## src/rtl/dmem_arbiter.sv

```systemverilog
// Two-requester arbiter for the single-ported data memory: the CPU load/store path and the VGA fetcher.
// Registered command stage, a delayed owner tag for read returns, and a starvation guard against video lock-out.
module dmem_arbiter #(
  parameter int ADDR_W      = 9,
  parameter int DATA_W      = 32,
  parameter int MAX_VGA_RUN = 4
) (
  input  logic              CLOCK_50,
  input  logic              resetn,

  input  logic              cpu_req,
  input  logic              cpu_we,
  input  logic [3:0]        cpu_be,
  input  logic [ADDR_W-1:0] cpu_addr,
  input  logic [DATA_W-1:0] cpu_wdata,
  output logic              cpu_gnt,
  output logic              cpu_rvalid,
  output logic [DATA_W-1:0] cpu_rdata,

  input  logic              vga_req,
  input  logic [ADDR_W-1:0] vga_addr,
  output logic              vga_gnt,
  output logic              vga_rvalid,
  output logic [DATA_W-1:0] vga_rdata,

  output logic              mem_en,
  output logic              mem_we,
  output logic [3:0]        mem_be,
  output logic [ADDR_W-1:0] mem_addr,
  output logic [DATA_W-1:0] mem_wdata,
  input  logic [DATA_W-1:0] mem_rdata
);

  typedef enum logic {
    PRIO_VGA = 1'b0,
    PRIO_CPU = 1'b1
  } prio_e;

  localparam int            RUN_W   = 4;
  localparam logic [RUN_W-1:0] RUN_MAX = RUN_W'(MAX_VGA_RUN);

  prio_e             prio_q, prio_d;
  logic [RUN_W-1:0]  run_q, run_d;
  logic              cpu_win, vga_win;

  logic              mem_en_q, mem_en_d;
  logic              mem_we_q, mem_we_d;
  logic [3:0]        mem_be_q, mem_be_d;
  logic [ADDR_W-1:0] mem_addr_q, mem_addr_d;
  logic [DATA_W-1:0] mem_wdata_q, mem_wdata_d;

  // Owner tag travels beside the command: rd = a read is in flight, own = 1 for VGA.
  logic              rd_a_q, rd_a_d;
  logic              own_a_q, own_a_d;
  logic              rd_b_q, rd_b_d;
  logic              own_b_q, own_b_d;

  logic              cpu_rvalid_q, cpu_rvalid_d;
  logic              vga_rvalid_q, vga_rvalid_d;
  logic [DATA_W-1:0] cpu_rdata_q, cpu_rdata_d;
  logic [DATA_W-1:0] vga_rdata_q, vga_rdata_d;

  // Grant decision: VGA wins ties unless it has used up its contested run.
  always_comb begin
    cpu_win = cpu_req & (~vga_req | (prio_q == PRIO_CPU));
    vga_win = vga_req & ~cpu_win;
  end

  assign cpu_gnt = cpu_win;
  assign vga_gnt = vga_win;

  always_comb begin
    run_d  = run_q;
    prio_d = prio_q;
    if (!cpu_req || cpu_win) begin
      run_d  = '0;
      prio_d = PRIO_VGA;
    end else if (vga_win) begin
      // cpu_req is high here, so this VGA grant was contested.
      if ((run_q + 4'd1) >= RUN_MAX) begin
        run_d  = RUN_MAX;
        prio_d = PRIO_CPU;
      end else begin
        run_d  = run_q + 4'd1;
      end
    end
  end

  always_ff @(posedge CLOCK_50 or negedge resetn) begin
    if (!resetn) begin
      prio_q <= PRIO_VGA;
      run_q  <= '0;
    end else begin
      prio_q <= prio_d;
      run_q  <= run_d;
    end
  end

  // Stage A: register the granted command and its owner tag.
  always_comb begin
    mem_en_d    = cpu_win | vga_win;
    mem_we_d    = cpu_win & cpu_we;
    mem_be_d    = cpu_win ? cpu_be : 4'b0000;
    mem_addr_d  = mem_addr_q;
    mem_wdata_d = mem_wdata_q;
    if (cpu_win) begin
      mem_addr_d  = cpu_addr;
      mem_wdata_d = cpu_wdata;
    end else if (vga_win) begin
      mem_addr_d  = vga_addr;
    end
    rd_a_d  = vga_win | (cpu_win & ~cpu_we);
    own_a_d = vga_win;
  end

  always_ff @(posedge CLOCK_50 or negedge resetn) begin
    if (!resetn) begin
      mem_en_q    <= 1'b0;
      mem_we_q    <= 1'b0;
      mem_be_q    <= 4'b0000;
      mem_addr_q  <= '0;
      mem_wdata_q <= '0;
      rd_a_q      <= 1'b0;
      own_a_q     <= 1'b0;
    end else begin
      mem_en_q    <= mem_en_d;
      mem_we_q    <= mem_we_d;
      mem_be_q    <= mem_be_d;
      mem_addr_q  <= mem_addr_d;
      mem_wdata_q <= mem_wdata_d;
      rd_a_q      <= rd_a_d;
      own_a_q     <= own_a_d;
    end
  end

  assign mem_en    = mem_en_q;
  assign mem_we    = mem_we_q;
  assign mem_be    = mem_be_q;
  assign mem_addr  = mem_addr_q;
  assign mem_wdata = mem_wdata_q;

  // Stage B: tag lines up with mem_rdata; steer the word to its owner.
  always_comb begin
    rd_b_d       = rd_a_q;
    own_b_d      = own_a_q;
    cpu_rvalid_d = rd_b_q & ~own_b_q;
    vga_rvalid_d = rd_b_q & own_b_q;
    cpu_rdata_d  = cpu_rvalid_d ? mem_rdata : cpu_rdata_q;
    vga_rdata_d  = vga_rvalid_d ? mem_rdata : vga_rdata_q;
  end

  always_ff @(posedge CLOCK_50 or negedge resetn) begin
    if (!resetn) begin
      rd_b_q       <= 1'b0;
      own_b_q      <= 1'b0;
      cpu_rvalid_q <= 1'b0;
      vga_rvalid_q <= 1'b0;
      cpu_rdata_q  <= '0;
      vga_rdata_q  <= '0;
    end else begin
      rd_b_q       <= rd_b_d;
      own_b_q      <= own_b_d;
      cpu_rvalid_q <= cpu_rvalid_d;
      vga_rvalid_q <= vga_rvalid_d;
      cpu_rdata_q  <= cpu_rdata_d;
      vga_rdata_q  <= vga_rdata_d;
    end
  end

  assign cpu_rvalid = cpu_rvalid_q;
  assign vga_rvalid = vga_rvalid_q;
  assign cpu_rdata  = cpu_rdata_q;
  assign vga_rdata  = vga_rdata_q;

endmodule
```

## config.mk

```make
export PLATFORM = sky130hd
export DESIGN_NAME = dmem_arbiter
export DESIGN_NICKNAME = d
export VERILOG_FILES = /design/src/rtl/dmem_arbiter.sv
export SDC_FILE = /design/constraint.sdc
export NUM_CORES = 1
export LEC_CHECK = 0
export ABC_AREA = 1
export BUFFER_PORTS_ARGS = -buffer_cell sky130_fd_sc_hd__buf_4
export CAP_MARGIN = 10
export CORE_UTILIZATION = 50
export DETAILED_ROUTE_END_ITERATION = 10
export PLACE_DENSITY = 0.92
export SLEW_MARGIN = 10
export SYNTH_ARGS = -nofsm -noshare
export SYNTH_HDL_FRONTEND = slang
export SYNTH_SLANG_ARGS = --single-unit
```

## constraint.sdc

```tcl
create_clock -name CLOCK_50 -period 2.25 [get_ports CLOCK_50]
set_clock_uncertainty 0.1 [all_clocks]
set_input_delay 0.3375 -clock CLOCK_50 [delete_from_list [all_inputs] [get_ports CLOCK_50]]
set_output_delay 0.3375 -clock CLOCK_50 [all_outputs]
set_load 0.05 [all_outputs]
```

==> results.toml, run 1 <==
[route]
totalWireLength_um = 14970
via_per_inst = 5.214
post-route-drc-count = 0
vias = 4536
ant_nets = 0
drt_iter0_drc = 262
wire_per_inst_um = 17.21
drtPass1Iterations = 5

[global_routing]
grt_use_total_pct = 31.42
grt_pass1_wl_um = 23230
grt_overflow_total = 0
antenna_found_initial = 0
grt_max_degree = 51
grt_pass1_vias = 4588

[hold_path]
worstHoldPathType = "input pin to register"

[sta]
slew_headroom_pct = 55.27
hold_ws_ns = 0.02261
fin_crit_sh_pct = 98.88
finalHoldViolations = 0
slew_violations = 0
finalSetupViolCount = 0
worst_slew_pin_slew_ns = 0.6710
fin_crit_ns = 2.225
max_freq_ghz = 0.4495

[placed_design]
io_buffers = 205
placedCellCount = 776
dpl.hpwl_um = 7961
gp_congestion = 0.8070

[clock_network]
clk_latency_ns = 0.49
clock_sinks = 122
cts.htree.levels = 4
cts.path.max_buffers = 2
clkTransAtPathRegs_ns = 0.06
cts_root_buf = "clkbuf_8"
cts-buffers-inserted = 17
cts_tree = "built"

[layout]
final_core_util_pct = 85.24
fill_cells = 405
drive_gt1_share_pct = 33.20
stdcell_count = 870
nNetsFinal = 842
antenna_cells = 0
synthToLayoutAreaGrowth_pct = 63.65

[pwr]
clkPwrFrac_pct = 35.9
power_frac_comb_pct = 30.2
internal-power_mw = 5.197
vdd_drop_max_v = 0.0006150
finalPower_mw = 8.051
p_switching_mw = 2.854
switching_share_pct = 35.45
pwr_density_cell_nw_per_um2 = 1078
power_leakage_nw = 4.047
power_frac_seq_pct = 33.9

[synth]
async_reset_ff_share_pct = 100.0
seq_area_frac_synth_pct = 66.89
synthCells = 479
yosysTopAreaCell = "dfrtp_1"
syn_avg_cell_area_um2 = 9.529
yosys_warnings = 0
synth_top_area_share_pct = 66.89
synth_seq_cells = 122
ys_types = 19
synth_most_common_cell = "nand2_1"
synth_fp_nets = 571
synth-edff-count = 0
synth.top_cells.by_area = "dfrtp_1 67%, nand2_1 15%, o21ai_0 6.7%"
synthTopCellsByCount = "184 x nand2_1, 122 x dfrtp_1, 61 x o21ai_0"
synth_ff_type = "dfrtp_1"
syn_area_um2 = 4564

[job]
drv_cap = 0

[worst_setup_path]
crit_required_ns = 2.57
start_kind = "register"
crit_type = "register to register"
cp_max_fo = 46
critPathArrivalTime_ns = 2.55
critPathCaptureType = "register"

[floorplan]
core_um2 = 8763
die_area_um2 = 9515
start_util_pct = 52.08
die_x_um = 97.55
die_h_um = 97.55
rows = 34
ios = 206

[outcome]
run_status = "finished clean"
## final cells by class
class | count | area [um^2] | area share, %
Clock buffer | 19 | 431.7 | 5.779
Clock inverter | 12 | 197.7 | 2.647
Inverter | 48 | 180.2 | 2.412
Multi-Input combinational cell | 286 | 1222 | 16.37
Sequential cell | 122 | 3053 | 40.87
Tap cell | 108 | 135.1 | 1.809
Timing Repair Buffer | 275 | 2250 | 30.12
## timing repair
item                                    CTS  global route
endpoints found under the setup margin    0             9
hold buffers                             59             0
buffers inserted                          0             4
endpoints found under the hold margin    97             0
resized for setup                         0             2
## kinds of logic after synthesis
group | synth area share (%)
AOI/OAI and AO/OA | 7.374
xor gates and xnor gates | 0.1919
adders and majority gates | 0.2741
buffers and inverters | 6.552
DFF | 66.89
other | 0.08216
and+or+nand+nor | 18.64
## layer usage
layer	vias up	share of wire [%]	routed length (um)	track usage, %
met5	-	0	0	0
met4	0	3.4	513	12.56
met3	54	9.0	1355	8.058
met2	321	50	7446	54.06
met1	2144	38	5658	37.69
li1	2017	-	-	-
## worst max-delay path: stages, from the launching register on
cell and delay, ns:
dfrtp_1 0.39, inv_1 0.12, nand2_1 0.16, nand2_4 0.41, nand3_1 0.20, nand3_1 0.16, dlygate4sd3_1 0.60
## final timing paths
path,start,endpoint,slack (ns),cells after the start
max,prio_q$_DFFE_PN0P_,mem_addr[8]$_DFFE_PN0P_,0.03,6
min in group asynchronous,resetn,vga_rdata[20]$_DFFE_PN0P_,0.33,2
min,mem_rdata[25],cpu_rdata[25]$_DFFE_PN0P_,0.02,3
max in group asynchronous,resetn,cpu_rdata[16]$_DFFE_PN0P_,1.08,3
min reg2reg,rd_a_q$_DFF_PN0_,rd_b_q$_DFF_PN0_,0.27,0
max reg2reg,prio_q$_DFFE_PN0P_,mem_addr[8]$_DFFE_PN0P_,0.03,6
## placed cells by master (no fill, tap or decap), drive strengths merged
master,count
buf,216
nand2,185
dfrtp,122
o21ai,64
dlygate4sd3,59
inv,48
nand3,20
clkbuf,19
nor2,12
bufinv,5
clkinv,5
clkinvlp,2
a21oi,1
nand4,1
xnor2,1
ha,1
conb,1
## registers in the layout (all words and copies together) (netlist names)
name	count
rd_a_q	1
mem_en	1
cpu_rvalid	1
mem_addr	9
own_b_q	1
own_a_q	1
run_q	4
mem_we	1
prio_q	1
vga_rvalid	1
cpu_rdata	32
mem_be	4
mem_wdata	32
rd_b_q	1
vga_rdata	32
## metrics by stage
stage          cell area, um^2  TNS (ns)  worst slack [ns]
5_1_grt                   7470  -0.02796          -0.02796
2_1_floorplan             4564         0            0.3366
6_report                  7470         0           0.02516
3_5_place_dp              6200         0            0.4844
3_3_place_gp              6200         0            0.5720
4_1_cts                   7420         0           0.04058
## power by group through the flow
stage | registers, mW | clock network (mW) | logic (mW)
6_report | 2.73 | 2.89 | 2.43
5_1_grt | 2.76 | 3.01 | 2.54
4_1_cts | 2.71 | 2.90 | 2.38
3_5_place_dp | 2.74 | 0 | 2.28
3_3_place_gp | 2.73 | 0 | 2.24
2_1_floorplan | 3.84 | 0 | 0.342
(Power assumes the default switching activity.)
==> inputs of run 2 (changes only) <==
--- a/config.mk
+++ b/config.mk
@@ -13,2 +13,3 @@
 export PLACE_DENSITY = 0.92
+export REMOVE_ABC_BUFFERS = 1
 export SLEW_MARGIN = 10
--- a/constraint.sdc
+++ b/constraint.sdc
@@ -4,2 +4,2 @@
 set_output_delay 0.3375 -clock CLOCK_50 [all_outputs]
-set_load 0.05 [all_outputs]
+set_load 0.02 [all_outputs]
==> results.toml, run 2 (synthesis gave the netlist of run 1 again) <==
[layout]
layout_commonest_cell = "buf_4"
multiInputGateArea_um2 = 1222
seqCellArea_um2 = 3053
stdcell_count = 863
fin_area_um2 = 7397
nNetsFinal = 834
drive_gt1_share_pct = 32.58
final_cell_mix = "207 x buf_4, 183 x nand2_1, 122 x dfrtp_1"
final_core_util_pct = 84.41
antenna_cells = 0
fill_cells = 434
synthToLayoutAreaGrowth_pct = 62.06

[pwr]
pwr_density_cell_nw_per_um2 = 991.0
power_leakage_nw = 4.001
vdd_drop_max_v = 0.0005732

[sta]
fin_crit_ns = 2.136
finalHoldViolations = 0
worst_slew_pin_slew_ns = 0.9000
rsz0062_at_grt = "false"
finalSetupViolCount = 0
setup-tns-final_ns = 0
slew_violations = 0
max_freq_ghz = 0.4682
fin_crit_sh_pct = 94.92
setup_ws_ns = 0.1144
slew_headroom_pct = 39.92

[floorplan]
die_h_um = 97.55
ios = 206
rows = 34
die_x_um = 97.55
die_area_um2 = 9515
core_um2 = 8763
start_util_pct = 52.08

[route]
drt_iter0_drc = 225
vias = 4649
via_per_inst = 5.387
post-route-drc-count = 0
drtPass1Iterations = 7
totalWireLength_um = 15740
wire_per_inst_um = 18.24
ant_nets = 0

[outcome]
run_status = "finished clean"

[clock_network]
clk_latency_ns = 0.50
cts_tree = "built"
clkTransAtPathRegs_ns = 0.06
clock_sinks = 122
cts.htree.levels = 4
cts-buffers-inserted = 17
cts.path.max_buffers = 2
cts_root_buf = "clkbuf_8"
cts_setup_buffers = 0

[placed_design]
placedCellCount = 773
gp_congestion = 0.9478
io_buffers = 205
dpl.hpwl_um = 8252
dpl_worst_slack_ns = 0.4959
place_area_um2 = 6177

[global_routing]
antenna_found_initial = 1
use_met1_pct = 39.15
met2_usage_pct = 58.58
grt_overflow_total = 0
grt_use_total_pct = 34.01
grt_max_degree = 66
grt_pass1_vias = 4861
use_met3_pct = 10.07
grt_pass1_wl_um = 24870
busiest_layer = "met2"

[worst_setup_path]
crit_type = "register to register"
crit_required_ns = 2.59
cp_max_fo = 35
critPathBufInv = 3
critPathCaptureType = "register"
critPathArrivalTime_ns = 2.48
path_delay_family = "buffers and inverters"
start_kind = "register"
cpMaxStageDelayCell = "dlygate4sd3_1"
max_stage_delay_ns = 0.55
path_cells = "inv_1 > a21oi_4 > buf_4 > nand2_1 > nand3_1 > dlygate4sd3_1"

[job]
drv_cap = 0

[hold_path]
worstHoldPathType = "input pin to register"
## run 2: worst paths after layout
| kind | to | cells past startpoint | slack, ns | from |
|---|---|---|---|---|
| min reg2reg | own_b_q$_DFF_PN0_ | 0 | 0.24 | own_a_q$_DFF_PN0_ |
| max reg2reg | mem_addr[5]$_DFFE_PN0P_ | 6 | 0.11 | prio_q$_DFFE_PN0P_ |
| max | mem_addr[5]$_DFFE_PN0P_ | 6 | 0.11 | prio_q$_DFFE_PN0P_ |
| max in group asynchronous | cpu_rdata[24]$_DFFE_PN0P_ | 3 | 1.05 | resetn |
| min | mem_addr[2]$_DFFE_PN0P_ | 3 | 0.004 | vga_addr[2] |
| min in group asynchronous | vga_rdata[1]$_DFFE_PN0P_ | 2 | 0.30 | resetn |
## run 2: per-layer routing
layer	wire (um)	part of all wire, %	vias to the layer above
met1	5675	36	2235
met2	7990	51	348
met3	1504	9.6	62
li1	-	-	2002
met4	553	3.5	2
met5	17	0.11	-
## run 2: timing repair
action	CTS	global route
resized for setup	0	2
endpoints found under the setup margin	0	7
hold endpoints to repair	97	0
hold buffers	58	0
## run 2: per-stage QoR
stage / hold slack, ns / power (mW)
6_report: 0.003975 / 7.330
5_1_grt: 0.002712 / 7.575
4_1_cts: 0.002393 / 7.262
3_5_place_dp: 0.2347 / 4.262
3_3_place_gp: 0.2360 / 4.200
2_1_floorplan: -0.05809 / 3.425
## run 2: power breakdown
| part | internal, mW | switching (mW) |
|---|---|---|
| clock network | 1.93 | 0.969 |
| logic | 0.713 | 0.958 |
| registers | 2.52 | 0.234 |
## run 2: worst register-to-register path, cell delays in order (launching register included)
cell           delay (ns)
dfrtp_1              0.35
inv_1                0.08
a21oi_4              0.31
buf_4                0.42
nand2_1              0.14
nand3_1              0.12
dlygate4sd3_1        0.55
## run 2: final cells by class
type / count / share of cell area (%)
tap: 108 / 1.827
timing repair buffer: 267 / 29.40
multi-input combinational: 286 / 16.53
sequential: 122 / 41.27
clock inverter: 12 / 2.656
clock buffer: 20 / 5.886
inverter: 48 / 2.436
